**src/rtl/definitions_pkg.sv**
```systemverilog
// -----------------------------------------------------------------------------
// definitions_pkg
// Shared type definitions for the execute stage and its iterative multiplier.
//   alu_e       : operation select driven by decode (ALU, compare, branch,
//                 multiply, halt)
//   mul_state_e : state encoding of the shift-add multiplier FSM
//   XLEN        : datapath width
// -----------------------------------------------------------------------------
package definitions_pkg;

    localparam int XLEN = 32;

    typedef enum logic [4:0] {
        ALU_ADD,
        ALU_SUB,
        ALU_AND,
        ALU_OR,
        ALU_XOR,
        ALU_SLL,
        ALU_SRL,
        ALU_SRA,
        ALU_SLT,
        ALU_SLTU,
        ALU_BEQ,
        ALU_BNE,
        ALU_BLT,
        ALU_BGE,
        ALU_BLTU,
        ALU_BGEU,
        ALU_MUL,
        ALU_HALT
    } alu_e;

    typedef enum logic {
        MUL_IDLE,
        MUL_BUSY
    } mul_state_e;

endpackage

```
**src/rtl/mul_unit.sv**
```systemverilog
// -----------------------------------------------------------------------------
// mul_unit
// Iterative unsigned shift-add multiplier, one multiplier bit per cycle.
// Returns the low 32 bits of a_i * b_i.
//   clk       in  rising-edge clock
//   rst_n     in  asynchronous active-low reset (aborts any multiply)
//   start_i   in  launch a multiply with a_i/b_i (only honoured when idle)
//   a_i, b_i  in  multiplicand / multiplier
//   busy_o    out FSM is in BUSY (registered state)
//   done_o    out high during the last BUSY cycle; product_o is final then
//   product_o out running/final product
//   state_o   out FSM state, for observation
// Timing: start seen on edge E0 -> BUSY for 32 cycles -> IDLE on edge E32.
// -----------------------------------------------------------------------------
module mul_unit
    import definitions_pkg::*;
(
    input  logic            clk,
    input  logic            rst_n,
    input  logic            start_i,
    input  logic [XLEN-1:0] a_i,
    input  logic [XLEN-1:0] b_i,
    output logic            busy_o,
    output logic            done_o,
    output logic [XLEN-1:0] product_o,
    output mul_state_e      state_o
);

    mul_state_e      state_q;
    logic [4:0]      cnt_q;
    logic [XLEN-1:0] acc_q;
    logic [XLEN-1:0] mcand_q;
    logic [XLEN-1:0] mplier_q;
    logic [XLEN-1:0] sum;

    // Partial product for the current multiplier bit; bits shifted past
    // bit 31 of mcand_q fall off, which yields the product modulo 2^32.
    assign sum       = acc_q + (mplier_q[0] ? mcand_q : '0);
    assign busy_o    = (state_q == MUL_BUSY);
    assign done_o    = busy_o && (cnt_q == 5'd31);
    assign product_o = sum;
    assign state_o   = state_q;

    always_ff @(posedge clk or negedge rst_n) begin
        if (!rst_n) begin
            state_q  <= MUL_IDLE;
            cnt_q    <= '0;
            acc_q    <= '0;
            mcand_q  <= '0;
            mplier_q <= '0;
        end else begin
            case (state_q)
                MUL_IDLE: begin
                    if (start_i) begin
                        state_q  <= MUL_BUSY;
                        cnt_q    <= '0;
                        acc_q    <= '0;
                        mcand_q  <= a_i;
                        mplier_q <= b_i;
                    end
                end
                MUL_BUSY: begin
                    acc_q    <= sum;
                    mcand_q  <= mcand_q << 1;
                    mplier_q <= mplier_q >> 1;
                    cnt_q    <= cnt_q + 5'd1;
                    if (cnt_q == 5'd31) begin
                        state_q <= MUL_IDLE;
                    end
                end
                default: state_q <= MUL_IDLE;
            endcase
        end
    end

endmodule

```
**src/rtl/ex_stage.sv**
```systemverilog
// -----------------------------------------------------------------------------
// ex_stage
// Execute stage: single-cycle ALU / compare / branch resolution, sticky halt,
// and (with macro EX_MUL_EN defined) an iterative 32-cycle multiplier.
// Without EX_MUL_EN, ALU_MUL is accepted as a no-op and stall is tied low.
//   clk, rst_n       clock, asynchronous active-low reset
//   valid_in         decode outputs valid this cycle
//   rs1, rs2         source operands
//   imm_data         sign-extended immediate
//   alu_sel          operation select (alu_e)
//   use_imm          operand B = imm_data when 1, else rs2
//   pc               address of the executing instruction
//   wb_data, rf_wen  registered result and 1-cycle write-enable pulse
//   taken, br_addr   registered branch-taken pulse and branch target
//   halting          sticky halt flag, cleared only by reset
//   stall            upstream must hold inputs (multiply in flight)
// Handshake: an instruction is consumed on a rising edge when valid_in=1,
// halting=0 and no multiply is busy; stall=1 tells decode that the current
// instruction (a multiply) occupies the stage and valid_in is not sampled.
// -----------------------------------------------------------------------------
module ex_stage
    import definitions_pkg::*;
#(
    parameter int BR_AW = 10
) (
    input  logic             clk,
    input  logic             rst_n,
    input  logic             valid_in,
    input  logic [31:0]      rs1,
    input  logic [31:0]      rs2,
    input  logic [31:0]      imm_data,
    input  alu_e             alu_sel,
    input  logic             use_imm,
    input  logic [BR_AW-1:0] pc,
    output logic [31:0]      wb_data,
    output logic             rf_wen,
    output logic             taken,
    output logic [BR_AW-1:0] br_addr,
    output logic             halting,
    output logic             stall
);

    logic [31:0]      wb_data_q, wb_data_d;
    logic             rf_wen_q, rf_wen_d;
    logic             taken_q, taken_d;
    logic [BR_AW-1:0] br_addr_q, br_addr_d;
    logic             halting_q, halting_d;

    logic [31:0]      op_b;
    logic [4:0]       shamt;
    logic [BR_AW-1:0] br_target;
    logic             accept;
    logic             mul_busy;

    logic [31:0]      alu_res;
    logic             alu_wen;
    logic             is_br;
    logic             br_cond;
    logic             halt_op;

    assign op_b      = use_imm ? imm_data : rs2;
    assign shamt     = op_b[4:0];
    // Truncating add: wrap-around of the branch target is intentional.
    assign br_target = pc + imm_data[BR_AW-1:0];
    assign accept    = valid_in && !halting_q && !mul_busy;

`ifdef EX_MUL_EN
    logic        mul_start;
    logic        mul_done;
    logic [31:0] mul_product;
    mul_state_e  mul_state;

    assign mul_start = accept && (alu_sel == ALU_MUL);
    // High from the acceptance cycle through the last BUSY cycle.
    assign stall     = mul_busy || mul_start;

    mul_unit u_mul_unit (
        .clk       (clk),
        .rst_n     (rst_n),
        .start_i   (mul_start),
        .a_i       (rs1),
        .b_i       (op_b),
        .busy_o    (mul_busy),
        .done_o    (mul_done),
        .product_o (mul_product),
        .state_o   (mul_state)
    );
`else
    assign mul_busy = 1'b0;
    assign stall    = 1'b0;
`endif

    always_comb begin
        alu_res = '0;
        alu_wen = 1'b0;
        is_br   = 1'b0;
        br_cond = 1'b0;
        halt_op = 1'b0;
        case (alu_sel)
            ALU_ADD:  begin alu_res = rs1 + op_b; alu_wen = 1'b1; end
            ALU_SUB:  begin alu_res = rs1 - op_b; alu_wen = 1'b1; end
            ALU_AND:  begin alu_res = rs1 & op_b; alu_wen = 1'b1; end
            ALU_OR:   begin alu_res = rs1 | op_b; alu_wen = 1'b1; end
            ALU_XOR:  begin alu_res = rs1 ^ op_b; alu_wen = 1'b1; end
            ALU_SLL:  begin alu_res = rs1 << shamt; alu_wen = 1'b1; end
            ALU_SRL:  begin alu_res = rs1 >> shamt; alu_wen = 1'b1; end
            ALU_SRA:  begin alu_res = $unsigned($signed(rs1) >>> shamt); alu_wen = 1'b1; end
            ALU_SLT:  begin alu_res = {31'd0, $signed(rs1) < $signed(op_b)}; alu_wen = 1'b1; end
            ALU_SLTU: begin alu_res = {31'd0, rs1 < op_b}; alu_wen = 1'b1; end
            ALU_BEQ:  begin is_br = 1'b1; br_cond = (rs1 == rs2); end
            ALU_BNE:  begin is_br = 1'b1; br_cond = (rs1 != rs2); end
            ALU_BLT:  begin is_br = 1'b1; br_cond = ($signed(rs1) <  $signed(rs2)); end
            ALU_BGE:  begin is_br = 1'b1; br_cond = ($signed(rs1) >= $signed(rs2)); end
            ALU_BLTU: begin is_br = 1'b1; br_cond = (rs1 <  rs2); end
            ALU_BGEU: begin is_br = 1'b1; br_cond = (rs1 >= rs2); end
            ALU_HALT: halt_op = 1'b1;
            default:  ; // ALU_MUL is handled by the multiplier path
        endcase
    end

    always_comb begin
        wb_data_d = wb_data_q;
        rf_wen_d  = 1'b0;
        taken_d   = 1'b0;
        br_addr_d = br_addr_q;
        halting_d = halting_q;
        if (accept) begin
            if (alu_wen) begin
                wb_data_d = alu_res;
                rf_wen_d  = 1'b1;
            end
            if (is_br) begin
                taken_d   = br_cond;
                br_addr_d = br_target;
            end
            if (halt_op) begin
                halting_d = 1'b1;
            end
        end
`ifdef EX_MUL_EN
        // Never coincides with accept: the multiplier is busy until done.
        if (mul_done) begin
            wb_data_d = mul_product;
            rf_wen_d  = 1'b1;
        end
`endif
    end

    always_ff @(posedge clk or negedge rst_n) begin
        if (!rst_n) begin
            wb_data_q <= '0;
            rf_wen_q  <= 1'b0;
            taken_q   <= 1'b0;
            br_addr_q <= '0;
            halting_q <= 1'b0;
        end else begin
            wb_data_q <= wb_data_d;
            rf_wen_q  <= rf_wen_d;
            taken_q   <= taken_d;
            br_addr_q <= br_addr_d;
            halting_q <= halting_d;
        end
    end

    assign wb_data = wb_data_q;
    assign rf_wen  = rf_wen_q;
    assign taken   = taken_q;
    assign br_addr = br_addr_q;
    assign halting = halting_q;

endmodule

```
**config.mk**
```make
export PLATFORM = sky130hd
export DESIGN_NAME = ex_stage
export DESIGN_NICKNAME = d
export VERILOG_FILES = /design/src/rtl/definitions_pkg.sv /design/src/rtl/mul_unit.sv /design/src/rtl/ex_stage.sv
export SDC_FILE = /design/constraint.sdc
export NUM_CORES = 1
export LEC_CHECK = 0
export ABC_AREA = 0
export CORE_ASPECT_RATIO = 0.8
export CORE_UTILIZATION = 63
export CTS_CLUSTER_DIAMETER = 40
export DETAILED_ROUTE_END_ITERATION = 10
export MAX_ROUTING_LAYER = met4
export PLACE_DENSITY = 0.92
export RECOVER_POWER = 100
export SYNTH_ARGS = -nofsm -noshare
export SYNTH_HDL_FRONTEND = slang
export SYNTH_SLANG_ARGS = --single-unit
```
**constraint.sdc**
```tcl
create_clock -name clk -period 3.3 [get_ports clk]
set_input_delay 0.825 -clock clk [delete_from_list [all_inputs] [get_ports clk]]
set_output_delay 0.825 -clock clk [all_outputs]
set_load 0.005 [all_outputs]
```
==> results of run 1 <==
==> stage by stage <==
stage / setup WS [ns] / setup TNS, ns / instance area (um^2) / std cells / util
3_5_place_dp: -1.55 / -36.02 / 17300 / 2551 / 0.949
2_1_floorplan: -1.25 / -14.99 / 12100 / 1745 / -
3_3_place_gp: -1.26 / -26.68 / 17300 / 2551 / 0.949
==> cell usage after synthesis (20+ instances only) <==
library cell / number / area, um^2
o21a_1: 38 / 285
ha_1: 138 / 1730
buf_2: 20 / 100
o21ai_0: 86 / 430
a21o_1: 20 / 150
a31oi_1: 36 / 225
clkbuf_1: 78 / 293
nand3_1: 34 / 170
a21oi_1: 145 / 726
nor2_1: 180 / 676
dfrtp_1: 45 / 1130
mux2i_1: 114 / 1140
o211ai_1: 44 / 330
nand2_1: 225 / 845
nor3_1: 41 / 205
inv_1: 127 / 477
a211oi_1: 28 / 210
o22ai_1: 25 / 156
==> cells by family after synthesis <==
group,Yosys count,synth area share
AO/OA/AOI/OAI,591,0.336
AND/OR/NAND/NOR,571,0.210
buffers and inverters,249,0.0814
adder cells (fa/ha/maj),141,0.150
multiplexers,127,0.112
flip-flops,45,0.0948
XOR/XNOR,20,0.0147
other,1,0.000316
==> run metrics, run 1 <==
status aborted with a tool error; stage reached clock tree synthesis; Error [ERROR DPL-0038] Utilization greater than 100%, impossible to legalize; # IOs 161; die height 125 um; Synth Warn # 0; post-synthesis cell type count 85; netlist area before placement 11,900 um^2; Initial Util 0.650; Post-CTS Setup Bufs 37; EDFF count, synth 0; row cnt 44; sequential-to-total area share from yosys stat 0.0948; H-Tree Depth 2; gp weighted congestion 1.30; CTS sink count 45; post-CTS sizing 325; ys flop type dfrtp_1; die span in x 156 um; Num CTS Buffers 5; Post-Synthesis Cells 1,745; Async SR Flop Fraction 1.00; hold_buf cts 0; CTS Root Cell clkbuf_16; clk buf depth 2; PortBufs 159; dpl hpwl 59,700 um; #FFs+latches synth 45; syn nets 2,001; syn avg cell area 6.81 um^2
==> run 2: changes to the inputs <==
--- a/config.mk
+++ b/config.mk
@@ -6,12 +6,9 @@
 export NUM_CORES = 1
 export LEC_CHECK = 0
 export ABC_AREA = 0
-export CORE_ASPECT_RATIO = 0.8
-export CORE_UTILIZATION = 63
-export CTS_CLUSTER_DIAMETER = 40
+export CORE_UTILIZATION = 40
 export DETAILED_ROUTE_END_ITERATION = 10
-export MAX_ROUTING_LAYER = met4
-export PLACE_DENSITY = 0.92
+export PLACE_DENSITY_LB_ADDON = 0.15
 export RECOVER_POWER = 100
 export SYNTH_ARGS = -nofsm -noshare
 export SYNTH_HDL_FRONTEND = slang
==> run metrics, run 2 <==
Yosys top cell by area ha_1; commonest cells after routing, fill and taps aside 607 x buf_4, 215 x nand2_1, 168 x nor2_1; clock slew at reported path FFs 0.08 ns; sequential power share 0.137; failing checks negative setup slack; hold_buf cts 0 (unchanged); Vias/cell 6.05; pre-CTS WS -1.41 ns (+0.134 ns); Worst EP required 3.51 ns; top post-synthesis cells by area ha_1 15%, mux2i_1 9.6%, dfrtp_1 9.5%; max reg flops 32; EDFF count, synth 0 (unchanged); Worst Setup End Kind register; GRT Overall Usage 0.438; most common cell after layout, fill and taps aside buf_4; Starting DRT DRC Count 2,062; Worst EP arrival 4.08 ns; Setup-failing EPs final 29; sw frac 0.447; Worst-Skew Late Latency 0.32 ns; DRT Pass-1 Iters 5; vias in the first global route 16,700; H-Tree Depth 2 (unchanged); status finished with violations; row cnt 62 (+41%); CTS Root Cell clkbuf_16; clk buf depth 2 (unchanged); Int Pwr 3.10 mW; maximum vdd drop 0.216 mV; Achievable Freq 258 MHz; die height 174 um (+40%); die span in x 174 um (+12%); CTS tree done; Avg WL per Cell 24.5 um; Routed Antenna Nets 0; Final Power 5.60 mW; combinational fraction of design power 0.743; Area Growth Syn to Fin 73.0%; Num CTS Buffers 5 (unchanged); DR DRC count 0; commonest cells in the netlist 225 x nand2_1, 180 x nor2_1, 145 x a21oi_1, 138 x ha_1, 127 x inv_1; # IOs 161 (unchanged); Slew HR 0.118; Initial Util 0.410 (-0.239); top-count cell post-synth nand2_1; via count 17,300; CORE AREA 28,900 um^2; Static Leak 9.61 nW; Final Max Slew Viols 0; Routed Wire Length 69,900 um; post-synth top area share 0.145 (unchanged); RSZ-0062 raised after global routing true; Final nets 2,724; Least-Margin Pin Slew 1.32 ns; post-synthesis cell type count 85 (unchanged); Worst Path Max Fanout 3; period utilisation layout 1.17; Final min period 3.87 ns; initial antenna violation count 0; startpoint types input pin; Final Worst Setup Slack -0.572 ns; Fin. Hold Viols 0; Min-Delay Path Class reg -> reg; syn avg cell area 6.81 um^2 (unchanged); Clk pwr share 0.120; first-pass GRT wire length 101,000 um; share of layout cells above drive strength 1 0.369; Async SR Flop Fraction 1.00 (unchanged); PortBufs 159 (unchanged); netlist area before placement 11,900 um^2 (unchanged); syn nets 2,001 (unchanged); ys flop type dfrtp_1; dpl hpwl 54,300 um (-9.2%); crit path kind in -> reg; sequential-to-total area share from yosys stat 0.0948 (unchanged); Clock Skew 0.0123 ns; #FFs+latches synth 45 (unchanged); Sw Pwr 2.50 mW; CTS sink count 45 (unchanged); grt total ovfl 0; max-capacitance violation count 0; Post-Synthesis Cells 1,745 (unchanged); die area 30,400 um^2; Synth Warn # 0 (unchanged); largest net degree at the start of global routing 66; PwrDens 272 nW/um^2; gp weighted congestion 1.05 (-19%)
run 2: power by group through the flow:
stage / combinational (mW) / sequential, mW / clock, mW
global route: 4.39 / 0.780 / 0.689
CTS: 3.84 / 0.768 / 0.675
detailed placement: 3.58 / 0.777 / 0
floorplan: 1.61 / 0.765 / 0
finish: 4.16 / 0.768 / 0.671
global placement: 3.55 / 0.774 / 0
run 2: per-stage QoR:
| stage | std cells | cell area (um^2) | util | hold slack [ns] | setup TNS [ns] |
|---|---|---|---|---|---|
| 6_report | 2854 | 20500 | 0.710 | 0.475 | -9.19 |
| 5_1_grt | 2853 | 20500 | 0.710 | 0.495 | -11.64 |
| 3_5_place_dp | 2781 | 18300 | 0.632 | 0.470 | -28.89 |
| 4_1_cts | 2812 | 19500 | 0.672 | 0.486 | -6.69 |
| 2_1_floorplan | 1745 | 12100 | - | 0.473 | -14.99 |
| 3_3_place_gp | 2781 | 18300 | 0.632 | 0.461 | -27.42 |
run 2: area by class of cell:
type,count,area (um^2)
Antenna cell,1,2.50
Clock buffer,6,139
Clock inverter,2,37.5
Fill cell,2419,8390
Inverter,134,505
Multi-Input combinational cell,1451,11200
Sequential cell,45,1130
Tap cell,384,480
Timing Repair Buffer,831,7040
run 2: kinds of logic after synthesis:
family | synth area share
compound gates | 0.336
xor+xnor | 0.0147
mux | 0.112
other cells | 0.000316
simple gates | 0.210
fa+ha+maj | 0.150
buf+inv | 0.0814
flops | 0.0948
run 2: path summary, 6_finish.rpt:
path / startpoint / to / slack (ns) / cells after the start
setup / recovery: use_imm / wb_data[24] / -0.57 / 16
hold / removal: br_addr[4] / br_addr[4] / 0.48 / 2
setup reg to reg: halting / wb_data[19] / 0.39 / 10
hold reg to reg: br_addr[4] / br_addr[4] / 0.48 / 2
max in group asynchronous: rst_n / wb_data[20] / 1.42 / 2
min in group asynchronous: rst_n / taken / 0.78 / 1
run 2: per-layer routing:
layer	track usage	vias to the layer above	share of wire
li1	-	7852	-
met5	0	-	0
met3	0.0805	214	0.086
met2	0.717	928	0.45
met4	0.274	0	0.076
met1	0.528	8264	0.39
run 2: critical path: stages:
cell and delay, ns:
buf_8 0.10, mux2i_4 0.19, inv_2 0.08, ha_4 0.14
inv_2 0.04, fa_2 0.38, nor2b_4 0.14, o311a_1 0.31
or4b_4 0.52, a311o_1 0.37, a31oi_4 0.31, o31ai_4 0.10
buf_6 0.13, mux2i_1 0.11, a211oi_1 0.24, o21ai_1 0.11
run 2: what timing repair did:
item                       in CTS  in global routing
setup endpoints to repair      33                 31
buffers inserted               29                 41
cloned                          2                  3
resized for setup             186                164
pin swaps                      80                 83
(Power assumes the default switching activity.)
==> run 3: changes to the inputs <==
--- a/config.mk
+++ b/config.mk
@@ -6,7 +6,10 @@
 export NUM_CORES = 1
 export LEC_CHECK = 0
 export ABC_AREA = 0
+export ABC_CLOCK_PERIOD_IN_PS = 3300
+export CAP_MARGIN = 20
 export CORE_UTILIZATION = 40
+export CTS_CLUSTER_DIAMETER = 150
 export DETAILED_ROUTE_END_ITERATION = 10
 export PLACE_DENSITY_LB_ADDON = 0.15
 export RECOVER_POWER = 100
==> run metrics, run 3 (same netlist as run 2, synthesis figures left out) <==
status finished with violations; failing checks max-capacitance violations, max-slew violations, negative setup slack; max-capacitance violation count 1 (+1); Vias/cell 6.05 (about the same); Clock Skew 0.0141 ns (+0.00186 ns); Filler cells 2,402 (-0.70%); row cnt 62 (unchanged); n_diodes 0 (-1); Starting DRT DRC Count 1,971 (-4.4%); period utilisation layout 1.18 (+0.00175); Hold Path End br_addr[6]; CORE AREA 28,900 um^2 (unchanged); CTS tree done; Final Worst Setup Slack -0.578 ns (-0.00576 ns); PortBufs 159 (unchanged); non-filler cells, final 2,854 (unchanged); Final min period 3.88 ns (+0.00576 ns); hold path depth 2 (unchanged); Final Max Slew Viols 26 (+26); clock slew at reported path FFs 0.08 ns (about the same); Worst EP arrival 4.09 ns (about the same); FF-to-FF End wb_data[19]; vias in the first global route 16,700 (unchanged); crit path kind in -> reg; RSZ-0062 raised after global routing true; largest net degree at the start of global routing 66 (unchanged); CTS sink count 45 (unchanged); CTS Root Cell clkbuf_16; Finished Core Util 0.710 (unchanged); Final Power 5.60 mW (about the same); Setup-failing EPs final 29 (unchanged); placed cell count 2,781 (unchanged); reg-to-reg startpoint halting; Min-Delay Path Class reg -> reg; Routed Antenna Nets 0 (unchanged); register area 1130 um^2 (unchanged); Placed Area 18,300 um^2 (unchanged); Slew HR -0.174 (-0.291); first-pass GRT wire length 101,000 um (unchanged); DR DRC count 0 (unchanged); gp weighted congestion 1.05 (unchanged); via count 17,300 (-0.0058%); Worst Setup End Kind register; maximum vdd drop 0.220 mV (+2.2%); Area Growth Syn to Fin 73.0% (unchanged); share of layout cells above drive strength 1 0.368 (-0.000554); hold wc startpoint br_addr[6]; most common cell after layout, fill and taps aside buf_4; Routed Wire Length 70,000 um (about the same); # IOs 161 (unchanged); multi-input logic area 11,200 um^2 (unchanged); pre-CTS WS -1.41 ns (unchanged); Worst EP required 3.51 ns (about the same); Num CTS Buffers 5 (unchanged); die height 174 um (unchanged); grt total ovfl 0 (unchanged); DRT Pass-1 Iters 6 (+1); die span in x 174 um (unchanged); startpoint types input pin; PwrDens 273 nW/um^2 (about the same); Worst-Skew Late Latency 0.33 ns (about the same); R2R cell count 10 (unchanged); commonest cells after routing, fill and taps aside 607 x buf_4, 215 x nand2_1, 168 x nor2_1; max reg flops 32 (unchanged); Least-Margin Pin Slew 1.76 ns (+0.437 ns); Final Instance Area 20,500 um^2 (unchanged); die area 30,400 um^2 (unchanged); Worst Path Max Fanout 5 (+2); initial antenna violation count 0 (unchanged); Initial Util 0.410 (unchanged); Static Leak 9.61 nW (about the same); GRT Overall Usage 0.438 (unchanged); dpl hpwl 54,300 um (unchanged); reg2reg setup slack 0.40 ns (about the same); Final nets 2,725 (+0.037%); Avg WL per Cell 24.5 um (about the same); Achievable Freq 258 MHz (-0.15%); Fin. Hold Viols 0 (unchanged); H-Tree Depth 2 (unchanged); clk buf depth 2 (unchanged)
[run 3: metrics by stage]
step           hold slack, ns  setup TNS (ns)
2_1_floorplan           0.473          -14.99
3_3_place_gp            0.461          -27.42
3_5_place_dp            0.470          -28.89
4_1_cts                 0.486           -6.69
5_1_grt                 0.496          -11.73
6_report                0.476           -9.18
[run 3: how the worst max path moves through the flow]
stage | endpoint | startpoint | cells after the start | slack, ns
2_1_floorplan | wb_data[20] | use_imm | 18 | -1.25
3_3_place_gp | wb_data[28] | imm_data[0] | 14 | -1.36
3_5_place_dp | wb_data[28] | rs2[0] | 14 | -1.41
4_1_cts | wb_data[26] | use_imm | 17 | -0.55
5_1_grt | wb_data[29] | rs1[3] | 13 | -0.70
6_report | wb_data[29] | use_imm | 18 | -0.58
[run 3: cell type report]
class,instances,area share
well taps,384,0.0234
inverters,134,0.0246
flip-flops and latches,45,0.0548
clock inverters,2,0.00183
multi-input cells,1451,0.546
clock buffers,6,0.00676
repair buffers,832,0.343
[run 3: repair_timing]
action                     4_1_cts  5_1_grt
buffers inserted                29       41
hold buffers                     0        0
setup endpoints to repair       33       31
gates cloned                     2        3
resized for setup              186      164
pin swaps                       80       83
[run 3: where the power goes]
| part | internal [mW] | switching (mW) | total, mW |
|---|---|---|---|
| sequential | 0.678 | 0.0897 | 0.767 |
| clock | 0.381 | 0.296 | 0.676 |
| combinational | 2.04 | 2.12 | 4.16 |
| total | 3.10 | 2.50 | 5.60 |
[run 3: critical path, cell delays in order]
cell and delay, ns:
buf_8 0.10, buf_8 0.14, buf_12 0.12, mux2i_4 0.22
inv_2 0.12, ha_4 0.15, buf_4 0.11, a21oi_1 0.04
buf_4 0.15, a2111oi_4 0.40, o21ai_2 0.15, a211oi_4 0.38
o2111ai_4 0.16, buf_6 0.16, o211ai_1 0.29, xnor2_1 0.16
a211oi_2 0.30, a31oi_1 0.12
[run 3: per-layer routing]
metal	wire length (um)	share of wire	track usage	up-vias
met1	27000	0.39	0.528	8191
met5	0	0	0	-
met4	5630	0.080	0.274	0
met2	31100	0.44	0.717	974
li1	-	-	-	7856
met3	6240	0.089	0.0805	236
